<file path="src/rtl/pipeline_scheduler_pkg.sv">
// Shared scheduler constants and FSM state encoding.
// Used by pipeline_scheduler and reg_scoreboard.
package pipeline_scheduler_pkg;

  localparam int REG_COUNT_L2 = 4;
  localparam int PC_REG = 15;

  typedef enum logic [1:0] {
    S_RUNNING  = 2'd0,
    S_HAZARD   = 2'd1,
    S_PC_FLUSH = 2'd2
  } sched_state_e;

endpackage

</file>
<file path="src/rtl/pipeline_scheduler_reg_scoreboard.sv">
// In-flight destination register scoreboard.
// Set wins over clear; the PC register is never tracked.
module reg_scoreboard
  import pipeline_scheduler_pkg::*;
#(
  parameter int AW = REG_COUNT_L2
) (
  input  logic                 clk,
  input  logic                 reset,
  input  logic                 set_en,
  input  logic [AW-1:0]        set_addr,
  input  logic                 clr_en,
  input  logic [AW-1:0]        clr_addr,
  input  logic [AW-1:0]        rd_addr1,
  input  logic [AW-1:0]        rd_addr2,
  output logic                 rd_pend1,
  output logic                 rd_pend2,
  output logic [(1<<AW)-1:0]   mask
);

  localparam int N = 1 << AW;
  localparam logic [AW-1:0] PC_IDX = AW'(PC_REG);

  logic [N-1:0] set_vec;
  logic [N-1:0] clr_vec;

  always_comb begin
    set_vec = '0;
    clr_vec = '0;
    if (set_en && set_addr != PC_IDX)
      set_vec[set_addr] = 1'b1;
    if (clr_en && clr_addr != PC_IDX)
      clr_vec[clr_addr] = 1'b1;
  end

  always_ff @(posedge clk or posedge reset) begin
    if (reset)
      mask <= '0;
    else
      mask <= (mask & ~clr_vec) | set_vec;
  end

  assign rd_pend1 = mask[rd_addr1];
  assign rd_pend2 = mask[rd_addr2];

endmodule

</file>
<file path="src/rtl/pipeline_scheduler.sv">
// Pipeline sequencer: stage enables, RAW stall and PC-write squash.
// Optional perf counters under SCHED_PERF_COUNTERS_EN.
module pipeline_scheduler
  import pipeline_scheduler_pkg::*;
#(
  parameter int REG_COUNT_L2 = pipeline_scheduler_pkg::REG_COUNT_L2,
  parameter int FLUSH_CYCLES = 2,
  parameter int PERF_WIDTH   = 32
) (
  input  logic                          clk,
  input  logic                          reset,
  input  logic                          fetcher_ready,
  input  logic                          decoder_ready,
  input  logic                          executor_ready,
  input  logic                          memaccessor_ready,
  input  logic                          flush_for_pc,
  input  logic [1:0]                    dec_src_valid,
  input  logic [REG_COUNT_L2-1:0]       dec_src_addr1,
  input  logic [REG_COUNT_L2-1:0]       dec_src_addr2,
  input  logic                          dec_dst_valid,
  input  logic [REG_COUNT_L2-1:0]       dec_dst_addr,
  input  logic                          wb_retire,
  input  logic [REG_COUNT_L2-1:0]       wb_retire_addr,
  output logic                          fetcher_enable,
  output logic                          decoder_enable,
  output logic                          executor_enable,
  output logic                          memaccessor_enable,
  output logic                          regfilewriter_enable,
  output logic                          frontend_hold,
  output logic [1:0]                    sched_state,
  output logic [(1<<REG_COUNT_L2)-1:0]  pending_mask
`ifdef SCHED_PERF_COUNTERS_EN
  ,
  output logic [PERF_WIDTH-1:0]         stall_count,
  output logic [PERF_WIDTH-1:0]         flush_count,
  output logic [PERF_WIDTH-1:0]         retire_count
`endif
);

  localparam int CW = $clog2(FLUSH_CYCLES + 1);

  sched_state_e  state_q;
  logic [CW-1:0] cnt_q;
  logic          pend1;
  logic          pend2;
  logic          hazard;
  logic          squash;
  logic          stall;
  logic          claim;

  reg_scoreboard #(.AW(REG_COUNT_L2)) u_sb (
    .clk      (clk),
    .reset    (reset),
    .set_en   (claim),
    .set_addr (dec_dst_addr),
    .clr_en   (wb_retire),
    .clr_addr (wb_retire_addr),
    .rd_addr1 (dec_src_addr1),
    .rd_addr2 (dec_src_addr2),
    .rd_pend1 (pend1),
    .rd_pend2 (pend2),
    .mask     (pending_mask)
  );

  assign hazard = (dec_src_valid[0] & pend1)
                | (dec_src_valid[1] & pend2);
  assign squash = flush_for_pc | (state_q == S_PC_FLUSH);
  assign stall  = ~squash & hazard & decoder_ready;
  assign claim  = executor_enable & decoder_ready & dec_dst_valid;

  always_comb begin
    fetcher_enable       = 1'b0;
    decoder_enable       = 1'b0;
    executor_enable      = 1'b0;
    memaccessor_enable   = 1'b0;
    regfilewriter_enable = 1'b0;
    frontend_hold        = 1'b0;
    if (!reset) begin
      memaccessor_enable   = executor_ready;
      regfilewriter_enable = memaccessor_ready;
      unique case (1'b1)
        squash: ;
        stall:  frontend_hold = 1'b1;
        default: begin
          fetcher_enable  = 1'b1;
          decoder_enable  = fetcher_ready;
          executor_enable = decoder_ready;
        end
      endcase
    end
  end

  // A flush of one cycle needs no PC_FLUSH residency at all.
  always_ff @(posedge clk or posedge reset) begin
    if (reset) begin
      state_q <= S_RUNNING;
      cnt_q   <= '0;
    end else begin
      unique case (state_q)
        S_PC_FLUSH: begin
          if (cnt_q <= CW'(1)) begin
            state_q <= S_RUNNING;
            cnt_q   <= '0;
          end else begin
            cnt_q <= cnt_q - CW'(1);
          end
        end
        default: begin
          if (flush_for_pc) begin
            cnt_q   <= CW'(FLUSH_CYCLES - 1);
            state_q <= (FLUSH_CYCLES > 1) ? S_PC_FLUSH : S_RUNNING;
          end else begin
            state_q <= stall ? S_HAZARD : S_RUNNING;
          end
        end
      endcase
    end
  end

  assign sched_state = state_q;

`ifdef SCHED_PERF_COUNTERS_EN
  always_ff @(posedge clk or posedge reset) begin
    if (reset) begin
      stall_count  <= '0;
      flush_count  <= '0;
      retire_count <= '0;
    end else begin
      if (stall && !(&stall_count))
        stall_count <= stall_count + 1'b1;
      if (flush_for_pc && !(&flush_count))
        flush_count <= flush_count + 1'b1;
      if (wb_retire && !(&retire_count))
        retire_count <= retire_count + 1'b1;
    end
  end
`endif

`ifndef SYNTHESIS
  a_no_reflush: assert property (@(posedge clk) disable iff (reset)
    !((state_q == S_PC_FLUSH) && flush_for_pc));
`endif

endmodule

</file>
<file path="config.mk">
export PLATFORM = sky130hd
export DESIGN_NAME = pipeline_scheduler
export DESIGN_NICKNAME = d
export VERILOG_FILES = /design/src/rtl/pipeline_scheduler_pkg.sv /design/src/rtl/pipeline_scheduler_reg_scoreboard.sv /design/src/rtl/pipeline_scheduler.sv
export SDC_FILE = /design/constraint.sdc
export NUM_CORES = 1
export LEC_CHECK = 0
export ABC_AREA = 1
export CORE_ASPECT_RATIO = 0.5
export CORE_UTILIZATION = 49
export CTS_CLUSTER_DIAMETER = 50
export DETAILED_ROUTE_END_ITERATION = 6
export GPL_TIMING_DRIVEN = 0
export PLACE_DENSITY = 0.85
export SETUP_SLACK_MARGIN = 0.1
export SLEW_MARGIN = 20
export SYNTH_ARGS = -nofsm -noshare
export SYNTH_HDL_FRONTEND = slang
export SYNTH_SLANG_ARGS = --single-unit
</file>
<file path="constraint.sdc">
create_clock -name clk -period 3.8 [get_ports clk]
set_input_delay 0.57 -clock clk [delete_from_list [all_inputs] [get_ports clk]]
set_output_delay 0.57 -clock clk [all_outputs]
set_load 0.1 [all_outputs]
</file>
# Word level (Yosys, flattened, before mapping)

Index checks and enable logic that the tools add are counted.

$add $sub $neg: 1
Order comparisons: 7
Eq/ne operators: 4
Muxes and demuxes: 27
Bitwise logic cells: 12
Reduce and logical (&&, ||, !) cells: 6

Operators with widths:

| kind                                                              | number |
|---|---|
| two-way mux 16 bit                                                | 2 |
| < comparator 4 x 5 -> 1 bit, second input constant                | 4 |
| AND 16 bit                                                        | 1 |
| inverter 16 bit                                                   | 1 |
| bitwise OR 16 bit                                                 | 1 |
| two-way mux 1 bit                                                 | 15 |
| two-way mux 2 bit                                                 | 6 |
| binary-select mux 1 bit (select 4 bit)                            | 2 |
| demux 1 bit (select 4 bit)                                        | 2 |
| greater-or-equal comparator 4 x 1 -> 1 bit, second input constant | 2 |
| inequality test 4 bit, second input constant                      | 2 |
| AND 1 bit                                                         | 6 |
| logical AND 1 bit                                                 | 4 |
| == test 2 bit, second input constant                              | 1 |
| <= comparator 2 x 1 -> 1 bit, second input constant               | 1 |
| inequality test 2 x 1 -> 1 bit, second input constant             | 1 |
| bitwise OR 1 bit                                                  | 2 |
| nonzero test 2 bit                                                | 1 |
| OR reduction 2 bit                                                | 1 |
| subtractor 2 x 1 -> 2 bit, second input constant                  | 1 |
| inverter 1 bit                                                    | 1 |

Register bits after elaboration: 20
Bits of input ports: 27
Output and inout port bits: 24
Logic and storage cells: 60

# Longest topological paths before layout

Gate-level depths: netlist (run 1).

Depth in word-level cells: 14
Gate-level depth with buffers: 13
Mapped depth without buffers: 11

# Modules after synthesis

A second synthesis (run 1) with hierarchy kept.

Cells, all modules: 201
Area total of the unflattened synthesis: 1350.0 sq um

By module, submodules not included:

| module             | instances | cells each | area each (sq um) |
|---|---|---|---|
| reg_scoreboard     | 1         | 166        | 1096.1 |
| pipeline_scheduler | 1         | 35         | 254.0 |

# Worst setup path after synthesis (run 1)

No wires, ideal clock.

Kind: register to output
Start point: reg state_q[0] (netlist: sched_state[0])
End point: out decoder_enable
Arrival time: 3.731 ns
Slack: -0.501 ns
Stages on the path, launching flop included: 5
Buffers on the path: 0
Path through: dfrtp_1 -> nor2_1 -> nor2_1 -> nand2_1 -> nor3b_1

Longest elaborated chain between the ends: 8

RTL lines:

| element                                 | line                      | source |
|---|---|---|
| start: declaration                      | pipeline_scheduler.sv:42  | `sched_state_e state_q;` |
| start signal: assignment                | pipeline_scheduler.sv:111 | `state_q <= (FLUSH_CYCLES > 1) ? S_PC_FLUSH : S_RUNNING;` |
| start signal: assignment                | pipeline_scheduler.sv:113 | `state_q <= stall ? S_HAZARD : S_RUNNING;` |
| == test 2 bit (*)                       | pipeline_scheduler.sv:67  | `assign squash = flush_for_pc \| (state_q == S_PC_FLUSH);` |
| bitwise OR 1 bit (*)                    | pipeline_scheduler.sv:67  |  |
| inverter 1 bit                          | pipeline_scheduler.sv:68  | `assign stall = ~squash & hazard & decoder_ready;` |
| AND 1 bit (2 in a row)                  | pipeline_scheduler.sv:68  |  |
| OR reduction 2 bit (no source line) (*) | n/a                       |  |
| two-way mux 1 bit (*)                   | pipeline_scheduler.sv:81  | `unique case (1'b1)` |
| two-way mux 1 bit (*)                   | pipeline_scheduler.sv:78  | `if (!reset) begin` |
| end: declaration                        | pipeline_scheduler.sv:25  | `output logic decoder_enable,` |

Mark *: on every way between the ends. The rest lies on a longest branch, timed or not.

# Worst setup path in the final report (run 1)

Start point: in dec_src_addr2[0]
End point: out decoder_enable

Longest elaborated chain between the ends: 9

RTL lines:

| element                                 | line                                    | source |
|---|---|---|
| start: declaration                      | pipeline_scheduler.sv:19                | `input logic [REG_COUNT_L2-1:0] dec_src_addr2,` |
| binary-select mux 1 bit (select 4 bit)  | pipeline_scheduler_reg_scoreboard.sv:44 | `assign rd_pend2 = mask[rd_addr2];` |
| two-way mux 1 bit (implied by the code) | pipeline_scheduler_reg_scoreboard.sv:44 |  |
| AND 1 bit                               | pipeline_scheduler.sv:66                | `\| (dec_src_valid[1] & pend2);` |
| bitwise OR 1 bit                        | pipeline_scheduler.sv:66                |  |
| AND 1 bit (2 in a row)                  | pipeline_scheduler.sv:68                |  |
| OR reduction 2 bit (no source line)     | n/a                                     |  |
| two-way mux 1 bit                       | pipeline_scheduler.sv:81                |  |
| two-way mux 1 bit                       | pipeline_scheduler.sv:78                |  |

No other way between the ends. The select of a mux whose other input is x is not followed.

==> results of run 1 <==
==> worst max-delay path, cell delays in order <==
cell and delay (ns):
clkdlybuf4s50_1 0.54, buf_6 0.16, nand2_1 0.06, o211ai_1 0.08, nand3_1 0.11, nand3_1 0.08, nand2_1 0.09, nand2_2 0.10
nand2_1 0.06, nand3_1 0.10, inv_1 0.08, nor3b_2 0.15, clkdlybuf4s15_1 0.84
==> worst max path at each step <==
stage,startpoint,to,slack [ns],cells past startpoint
after floorplan,u_sb.mask[11]$_DFF_PP0_,frontend_hold,0.33,10
after global placement,reset,decoder_enable,-0.10,5
after detailed placement,reset,decoder_enable,-0.13,5
after CTS,reset,decoder_enable,0.15,5
after global routing,dec_src_addr1[1],decoder_enable,0.08,12
final,dec_src_addr2[0],decoder_enable,0.22,13
==> power by group through the flow <==
| stage | Clock (mW) | Combinational, mW | Sequential, mW |
|---|---|---|---|
| 5_1_grt | 0.230 | 0.276 | 0.238 |
| 2_1_floorplan | 0 | 0.101 | 0.317 |
| 3_5_place_dp | 0 | 0.259 | 0.241 |
| 4_1_cts | 0.219 | 0.259 | 0.237 |
| 6_report | 0.215 | 0.258 | 0.237 |
| 3_3_place_gp | 0 | 0.255 | 0.241 |
==> state kept, by name, indices dropped and copies added (netlist names) <==
register / count
cnt_q: 2
sched_state: 2
u_sb.mask: 16
==> layout make-up <==
cell class	count	share of cell area [%]
Tap cell	37	2.183
Multi-Input combinational cell	158	38.41
Sequential cell	20	23.60
Clock buffer	3	1.947
Clock inverter	1	1.416
Timing Repair Buffer	50	23.24
Inverter	36	6.549
Buffer	5	2.655
==> cells by family after synthesis <==
| kind of cell | after synthesis | share of synthesized area, % |
|---|---|---|
| AO/OA/AOI/OAI | 23 | 11.00 |
| buffers and inverters | 41 | 12.75 |
| flip-flops | 20 | 33.33 |
| AND/OR/NAND/NOR | 135 | 42.92 |
==> metal layers <==
| layer | track usage, % | up-vias | share of wire [%] | wire length [um] |
|---|---|---|---|---|
| met5 | 0 | - | 0 | 0 |
| li1 | - | 818 | - | - |
| met3 | 7.111 | 3 | 8.1 | 327 |
| met4 | 5.804 | 0 | 0.52 | 21 |
| met2 | 49.79 | 64 | 46 | 1833 |
| met1 | 35.48 | 711 | 46 | 1835 |
==> synth_stat cells, types with 2 or more instances <==
cell type | n | area share, %
o21a_1 | 2 | 1.0
nand3_1 | 30 | 10
nand3_2 | 9 | 6.0
o21ai_0 | 6 | 2.0
nor2_1 | 26 | 6.5
o211ai_1 | 4 | 2.0
dfrtp_1 | 20 | 33
inv_1 | 36 | 9.0
nand2_1 | 65 | 16
o31ai_1 | 9 | 4.5
==> repair_timing <==
action | CTS | global route
pin swaps | 0 | 0
hold buffers | 0 | 0
endpoints found under the setup margin | 4 | 3
resized for setup | 4 | 4
==> per-stage QoR <==
step | hold WS (ns) | cells
floorplan | 0.4579 | 219
global placement | 0.4669 | 306
detailed placement | 0.4800 | 306
CTS | 0.4976 | 310
global route | 0.5145 | 310
finish | 0.4970 | 310
==> results by group, run 1 <==
Status
  • Status: finished clean

Layout
  • Area delta synth->final: 41.25%
  • Nets@finish: 301
  • Share of layout cells above drive strength 1: 8.791%
  • Highest-count cells in the layout ignoring fill and taps: nand2_1 (65), clkdlybuf4s50_1 (46), inv_1 (35), nand3_1 (30), nor2_1 (26)
  • FF/Latch Area: 500.5 um^2
  • Area occupied by multi-input gates: 814.5 um^2
  • Filler cells: 204
  • Commonest non-fill, non-tap cell in the layout: nand2_1
  • Final Util: 77.15%
  • Number of diodes: 0
  • Post-route design area: 2121 um^2

Placement
  • Detailed Place HPWL: 3290 um
  • Setup WS pre-CTS: -0.1324 ns
  • Placed instance area: 2053 um^2
  • Placer Congestion: 0.8905
  • Port-buffer cells: 50

STA
  • Worst setup slack after layout: 0.2197 ns
  • Unrepaired setup endpoints after global routing: true
  • Fin Setup TNS: 0 ns
  • Setup violations, final: 0
  • Headroom to the max-slew limit: 34.10%
  • Max Clk Rate: 0.2793 GHz
  • Fin crit period: 3.580 ns
  • Clock skew: 0.007409 ns
  • Fin crit share: 94.22%
  • Final hold viol count: 0
  • Worst-Margin Slew: 0.9854 ns
  • Slew Limit Fails: 0

Floorplanning
  • Die width: 80.29 um
  • # IOs: 51
  • Area of the core: 2749 um^2
  • Num rows: 13
  • Die Area: 3303 um^2
  • Die H: 41.14 um
  • Initial Util: 54.62%

Job
  • MaxCap Viol Count: 0

Clock network
  • CTS tree: yes
  • Clk_lat worst skew: 0.27 ns
  • Clock net sink count: 20
  • CTS max path bufs: 2
  • Clock transition at the registers of the reported paths: 0.08 ns
  • Post-CTS setup buffer count: 0
  • Root buf cell: clkbuf_8
  • Total CTS buffers: 3
  • CTS H-tree lvls: 1

Synth
  • Mean area per synthesized cell: 6.856 um^2
  • Async SR Flop Fraction: 100.0%
  • Syn Nets: 246
  • Ys flop type: dfrtp_1
  • Yosys warns: 0
  • Post-synth EDFFs: 0
  • Library cells used by synthesis: 22
  • Post-Syn Instances: 219
  • Synthesized flop and latch total: 20
  • Synth Cell Area: 1501 um^2
  • Sequential fraction of the synthesis area: 33.33%

Global routing
  • First-pass GRT wire length: 6486 um
  • Initial antenna violation count: 0
  • Total GRT Usage: 27.85%
  • Global route overflow: 0
  • Vias in the first global route: 1448
  • Largest net degree at the start of global routing: 22

Setup path
  • Crit path arrival time: 3.01 ns
  • CP Launch Type: input port
  • Flop2flop setup slack: 2.13 ns
  • Critical R2R Launch: u_sb.mask[4]$_DFF_PP0_
  • CP endpoint kind: primary output
  • R2r worst-path depth: 12
  • Reg-to-reg endpoint: u_sb.mask[8]$_DFF_PP0_
  • Crit path required time: 3.23 ns
  • Crit path max fanout: 10
  • Worst setup path class: input port to primary output

Min path
  • Worst Hold Class: register to register
  • Worst Hold Depth: 1
  • Hold path endpoint: u_sb.mask[15]$_DFF_PP0_
  • Hold Path Origin: u_sb.mask[15]$_DFF_PP0_

Route
  • Detailed-router iteration count before antenna repair: 4
  • Residual DRC count: 0
  • Initial DRC Count: 117
  • Via count: 1596
  • Vias per cell: 5.148
  • Antenna Nets Post-Route: 0
  • DR WL/cell: 12.96 um
  • Total Routed Length: 4017 um

Power and ir drop
  • Worst VDD drop: 0.0003738 V
  • Clock power share: 30.2%
  • Final Power: 710.2 uW
  • Sequential share of power: 33.4%
  • Static leakage: 1.064 nW
  • Switching Fraction: 37.52%
  • Internal power: 443.8 uW
  • Net Sw Power: 266.5 uW
  • Combinational power share: 36.4%
  • Power per standard cell area: 334.9 nW/um^2
Note: power is estimated with default switching activity, not from simulation.
==> run 2, diff against run 1 <==
ABC_AREA = default   (was 1)
CORE_UTILIZATION = 48   (was 49)
PLACE_DENSITY = 0.86   (was 0.85)
SKIP_LAST_GASP = 1   (was default)
==> run 2 against run 1 <==
Largest cell class unchanged. Area after synthesis fell by 7.6%. Die area fell by 5.4%. Combinational power fell by 2%. Power rose by 0.53%.
==> results by group, run 2 <==
Synth
  • Largest family of logic cells by synthesized area: simple AND/OR/NAND/NOR gates
  • Syn Nets: 164
  • Synth Area in Simple Gates: 26.24%
  • Synthesized flop and latch total: 20
  • Sequential fraction of the synthesis area: 36.07%
  • Synth Area in Compound Gates: 19.48%
  • Most common cell in the netlist: dfrtp_1
  • Synth Cell Area: 1388 um^2
  • Post-synthesis mux area share: 13.35%
  • Library cells used by synthesis: 39
  • Yosys warns: 0
  • Ys flop type: dfrtp_1
  • Post-synth top cells: dfrtp_1 (20), o21ai_0 (16), nand3_1 (12)
  • Top-area cell type share of the netlist area: 36.07%
  • Async SR Flop Fraction: 100.0%
  • Top post-synthesis cells by area: dfrtp_1 (36%), mux2i_1 (5.8%), o21ai_0 (5.8%)
  • Mean area per synthesized cell: 10.13 um^2
  • Synth Area in Adders: 0%
  • Synth Area in XOR/XNOR: 0%
  • Post-synth EDFFs: 0
  • Area leader, netlist: dfrtp_1
  • Post-Syn Instances: 137

Placement
  • Post-Place Cells: 222
  • Port-buffer cells: 48
  • Placer Congestion: 0.8597
  • Placed instance area: 1933 um^2
  • Detailed Place HPWL: 2938 um
  • Setup WS pre-CTS: -0.3539 ns

Route
  • Vias per cell: 6.142
  • Residual DRC count: 0
  • Total Routed Length: 4073 um
  • DR WL/cell: 18.02 um
  • Initial DRC Count: 99
  • Detailed-router iteration count before antenna repair: 4
  • Antenna Nets Post-Route: 0
  • Via count: 1388

Job
  • MaxCap Viol Count: 0

Floorplanning
  • Die width: 78.04 um
  • Die H: 40.02 um
  • Num rows: 13
  • Area of the core: 2668 um^2
  • Die Area: 3123 um^2
  • Initial Util: 52.02%
  • # IOs: 51

Global routing
  • Total GRT Usage: 27.74%
  • First-pass GRT wire length: 6189 um
  • Largest net degree at the start of global routing: 23
  • Global route overflow: 0
  • Initial antenna violation count: 0
  • Met3 GRT Util: 5.682%
  • Most Crowded Layer GR: met2
  • Grt met2 use: 50.44%
  • GR met1 Demand/Resource: 34.81%
  • Vias in the first global route: 1234

Power and ir drop
  • Static leakage: 0.8013 nW
  • Worst VDD drop: 0.0002293 V
  • Final Power: 714.0 uW
  • Power per standard cell area: 355.3 nW/um^2

STA
  • Worst setup slack after layout: 0.1911 ns
  • Fin crit share: 94.97%
  • Setup violations, final: 0
  • Max Clk Rate: 0.2771 GHz
  • Hold slack final: 0.4928 ns
  • Slew Limit Fails: 0
  • Unrepaired setup endpoints after global routing: false
  • Headroom to the max-slew limit: 31.63%
  • Fin crit period: 3.609 ns
  • Final hold viol count: 0
  • Fin Setup TNS: 0 ns
  • Clock skew: 0.003708 ns
  • Worst-Margin Slew: 1.022 ns

Setup path
  • Worst setup path class: input port to primary output
  • CP Buf/Inv Count: 2
  • Worst-path cell chain: clkdlybuf4s50_1, mux4_2, o2111ai_1, nand4_2, a2111oi_4, clkdlybuf4s15_2
  • Critical path's slowest cell: clkdlybuf4s15_2
  • Crit-path leading delay family: buffers and inverters
  • Worst path max stage delay: 0.60 ns
  • Crit path required time: 3.23 ns
  • Crit path max fanout: 5
  • CP endpoint kind: primary output
  • Crit path arrival time: 3.04 ns
  • CP Launch Type: input port

Clock network
  • Clk_lat worst skew: 0.27 ns
  • Post-CTS setup buffer count: 0
  • Clock transition at the registers of the reported paths: 0.08 ns
  • PostCTS Resize Cnt: 14
  • CTS Hold Bufs: 0
  • CTS max path bufs: 2
  • CTS tree: yes
  • Clock net sink count: 20
  • Total CTS buffers: 3
  • CTS H-tree lvls: 1
  • Root buf cell: clkbuf_8

Layout
  • Highest-count cells in the layout ignoring fill and taps: clkdlybuf4s50_1 (44), dfrtp_1 (20), o21ai_0 (16), nand3_1 (12), o21ai_1 (11)
  • Nets@finish: 217
  • Final Util: 75.33%
  • Top reg by flops: u_sb.mask
  • Area delta synth->final: 44.82%
  • Filler cells: 181
  • Share of layout cells above drive strength 1: 19.05%
  • Non-filler cells in the finished layout: 226
  • Number of diodes: 0
  • Largest register FFs: 16
  • Post-route design area: 2009 um^2
  • Commonest non-fill, non-tap cell in the layout: clkdlybuf4s50_1

Status
  • Status: finished clean

Min path
  • Worst Hold Class: register to register
[run 2: layout make-up]
type | instances | area, um^2 | share of cell area (%)
Sequential cell | 20 | 500.5 | 24.91
Inverter | 5 | 18.77 | 0.9340
Clock inverter | 1 | 30.03 | 1.494
Multi-Input combinational cell | 107 | 838.3 | 41.72
Clock buffer | 3 | 41.29 | 2.055
Tap cell | 37 | 46.29 | 2.304
Timing Repair Buffer | 48 | 485.5 | 24.16
Buffer | 5 | 48.80 | 2.428
[run 2: worst reg2reg max path: cells and delay by family, from the launching register on]
| kind | cells | cell delay, ns |
|---|---|---|
| AO/OA/AOI/OAI | 2 | 0.54 |
| multiplexers | 1 | 0.48 |
| flip-flops | 1 | 0.43 |
| AND/OR/NAND/NOR | 2 | 0.28 |
| buffers and inverters | 1 | 0.21 |
[run 2: cells by family after synthesis]
kind of cell	count (synthesis)
buffers and inverters	10
flip-flops	20
AND/OR/NAND/NOR	54
multiplexers	13
AO/OA/AOI/OAI	40
[run 2: worst paths after layout]
path / slack, ns / cells after the start / endpoint / startpoint
min: 0.49 / 1 / cnt_q[1]$_DFFE_PP0P_ / cnt_q[1]$_DFFE_PP0P_
min in group asynchronous: 0.95 / 2 / u_sb.mask[15]$_DFF_PP0_ / reset
max in group asynchronous: 2.33 / 2 / u_sb.mask[7]$_DFF_PP0_ / reset
max: 0.19 / 6 / decoder_enable / dec_src_addr2[2]
max reg2reg: 1.79 / 6 / u_sb.mask[2]$_DFF_PP0_ / u_sb.mask[10]$_DFF_PP0_
min reg2reg: 0.49 / 1 / cnt_q[1]$_DFFE_PP0P_ / cnt_q[1]$_DFFE_PP0P_
[run 2: per-layer routing]
metal  vias to the layer above  share of wire [%]  wire [um]
met4                         0                1.5         62
met3                         7                8.1        329
li1                        631                  -          -
met5                         -                  0          0
met1                       679                 42       1692
met2                        71                 49       1988
[run 2: report_power, final]
part | internal [mW] | switching, mW | total, mW
clock network | 0.141 | 0.0805 | 0.221
registers | 0.226 | 0.0143 | 0.241
logic | 0.0802 | 0.172 | 0.252
total | 0.447 | 0.267 | 0.714
==> run 3, diff against run 2 <==
CORE_ASPECT_RATIO = 0.6   (was 0.5)
CORE_UTILIZATION = 46   (was 48)
PLACE_DENSITY = 0.85   (was 0.86)
SYNTH_HIERARCHICAL = 1   (was default)
==> run 3 against run 2 <==
Critical path depth rose by 1. Flip-flop and latch count did not move. First-iteration DRC count fell by 27%. Highest routed layer unchanged.
==> results by group, run 3 <==
Status
  • Status: finished clean

Layout
  • Nets@finish: 193
  • Area delta synth->final: 51.00%
  • Commonest non-fill, non-tap cell in the layout: clkdlybuf4s50_1
  • Top reg by flops: u_sb/mask
  • Highest-count cells in the layout ignoring fill and taps: clkdlybuf4s50_1 (46), o21ai_0 (30), dfrtp_1 (20), mux4_1 (8)
  • Share of layout cells above drive strength 1: 11.52%
  • Largest register FFs: 16
  • Number of diodes: 0

Setup path
  • CP endpoint kind: primary output
  • Critical path's slowest cell: clkdlybuf4s50_1
  • Worst setup path class: input port to primary output
  • Crit path arrival time: 3.07 ns
  • Crit-path most repeated cell: mux2i_1
  • Crit path required time: 3.23 ns
  • Worst-path cell chain: clkdlybuf4s50_1, mux4_1, mux2i_1, mux2i_1, a22o_4, a2111oi_4, clkbuf_4
  • CP Launch Type: input port
  • Crit path max fanout: 4
  • Worst path max stage delay: 0.58 ns

Clock network
  • Clock transition at the registers of the reported paths: 0.07 ns
  • CTS H-tree lvls: 1
  • CTS tree: yes
  • Clk_lat worst skew: 0.26 ns
  • CTS max path bufs: 2
  • Total CTS buffers: 3
  • Root buf cell: clkbuf_8
  • Clock net sink count: 20

Placement
  • Detailed Place HPWL: 2654 um
  • Placer Congestion: 0.8249
  • Port-buffer cells: 50

STA
  • Headroom to the max-slew limit: 33.42%
  • Unrepaired setup endpoints after global routing: true
  • Clock skew: 0.006173 ns
  • Final hold viol count: 0
  • Max Clk Rate: 0.2748 GHz
  • Worst-Margin Slew: 0.9955 ns
  • Hold slack final: 0.5079 ns
  • Slew Limit Fails: 0
  • Fin crit period: 3.639 ns
  • Setup violations, final: 0
  • Fin crit share: 95.75%

Route
  • Residual DRC count: 0
  • Total Routed Length: 3415 um
  • Initial DRC Count: 72
  • Detailed-router iteration count before antenna repair: 5
  • Via count: 1192
  • Antenna Nets Post-Route: 0
  • DR WL/cell: 17.34 um
  • Vias per cell: 6.051

Synth
  • Mean area per synthesized cell: 11.25 um^2
  • Post-synth EDFFs: 0
  • Most common cell in the netlist: o21ai_0
  • Yosys warns: 6
  • Post-synth top cells: o21ai_0 (30), dfrtp_1 (20), mux4_1 (8)
  • Post-Syn Instances: 111
  • Synth Cell Area: 1249 um^2
  • Ys flop type: dfrtp_1
  • Top post-synthesis cells by area: dfrtp_1 (40%), mux4_1 (17%), o21ai_0 (12%)
  • Top-area cell type share of the netlist area: 40.08%
  • Library cells used by synthesis: 24
  • Synthesized flop and latch total: 20
  • Syn Nets: 138
  • Area leader, netlist: dfrtp_1
  • Async SR Flop Fraction: 100.0%
  • Sequential fraction of the synthesis area: 40.08%

Power and ir drop
  • Power per standard cell area: 373.5 nW/um^2
  • Worst VDD drop: 0.0002391 V
  • Final Power: 704.3 uW
  • Static leakage: 0.7951 nW

Job
  • MaxCap Viol Count: 0

Global routing
  • Global route overflow: 0
  • Total GRT Usage: 24.88%
  • Largest net degree at the start of global routing: 17
  • Vias in the first global route: 1136
  • Initial antenna violation count: 0
  • First-pass GRT wire length: 5602 um

Min path
  • Worst Hold Class: register to register

Floorplanning
  • # IOs: 51
  • Num rows: 14
  • Die Area: 2934 um^2
  • Initial Util: 49.16%
  • Die width: 69.26 um
  • Area of the core: 2540 um^2
  • Die H: 42.36 um
## run 3: cell count changes after synthesis, sizes merged, moves of 3 or more
cell   change
nand2      +5
nor2b      -3
mux4       +4
and2b      -3
nor4       +3
nand4      -8
a22oi      -3
nor2       -4
nand3     -11
buf        -3
## run 3: critical path: cells and delay by family
family          cells  cell delay [ns]
buf+inv             2             0.97
compound gates      2             0.67
mux                 3             0.85
## run 3: logic make-up after synthesis
logic type,count (synthesis),share of synthesized area (%)
compound gates,38,20.94
flops,20,40.08
mux,14,21.64
buf+inv,7,2.204
simple gates,32,15.13
## run 3: where the power goes
part	total (mW)	internal (mW)	leakage, nW	switching (mW)
sequential	0.242	0.227	0.272	0.0156
clock	0.209	0.141	0.0357	0.0684
combinational	0.253	0.0805	0.488	0.173
total	0.704	0.448	0.795	0.257
## run 3: routing by layer
| layer | global-route usage, % | wire length, um | vias to the layer above |
|---|---|---|---|
| met3 | 6.010 | 371 | 6 |
| met4 | 8.980 | 53 | 0 |
| met2 | 36.50 | 1477 | 83 |
| li1 | - | - | 538 |
| met5 | 0 | 0 | - |
| met1 | 36.28 | 1513 | 565 |
## run 3: cell type report
class / instances / area (um^2)
Clock buffer: 3 / 41.29
Tap cell: 32 / 40.04
Fill cell: 157 / 654.4
Timing Repair Buffer: 50 / 483.0
Buffer: 2 / 8.758
Inverter: 5 / 18.77
Sequential cell: 20 / 500.5
Clock inverter: 1 / 30.03
Multi-Input combinational cell: 84 / 763.2
## run 3: worst paths after layout
path,from,end,slack (ns),cells after the start
setup / recovery,dec_src_addr1[0],decoder_enable,0.16,7
hold / removal,cnt_q[0]$_DFFE_PP0P_,cnt_q[0]$_DFFE_PP0P_,0.51,1
setup reg to reg,u_sb/mask[13]$_DFF_PP0_,u_sb/mask[0]$_DFF_PP0_,1.20,7
hold reg to reg,cnt_q[0]$_DFFE_PP0P_,cnt_q[0]$_DFFE_PP0P_,0.51,1
max in group asynchronous,reset,u_sb/mask[3]$_DFF_PP0_,2.56,2
min in group asynchronous,reset,cnt_q[0]$_DFFE_PP0P_,0.66,2
## run 3: timing repair
action | 4_1_cts | 5_1_grt
setup buffers | 0 | 0
hold buffers | 0 | 0
hold endpoints to repair | 0 | 0
setup endpoints to repair | 4 | 2
gates resized for setup | 14 | 5
## run 3: per-stage QoR
stage | utilization [%] | TNS, ns | std cells | area [um^2] | worst slack (ns)
after floorplan | - | 0 | 111 | 1291 | 0.1119
after global placement | 72.12 | -1.761 | 193 | 1832 | -0.6053
after detailed placement | 72.12 | -1.844 | 193 | 1832 | -0.6242
after CTS | 74.53 | -0.06053 | 197 | 1893 | -0.06053
after global routing | 74.24 | 0 | 197 | 1886 | 0.05491
final | 74.24 | 0 | 197 | 1886 | 0.1614
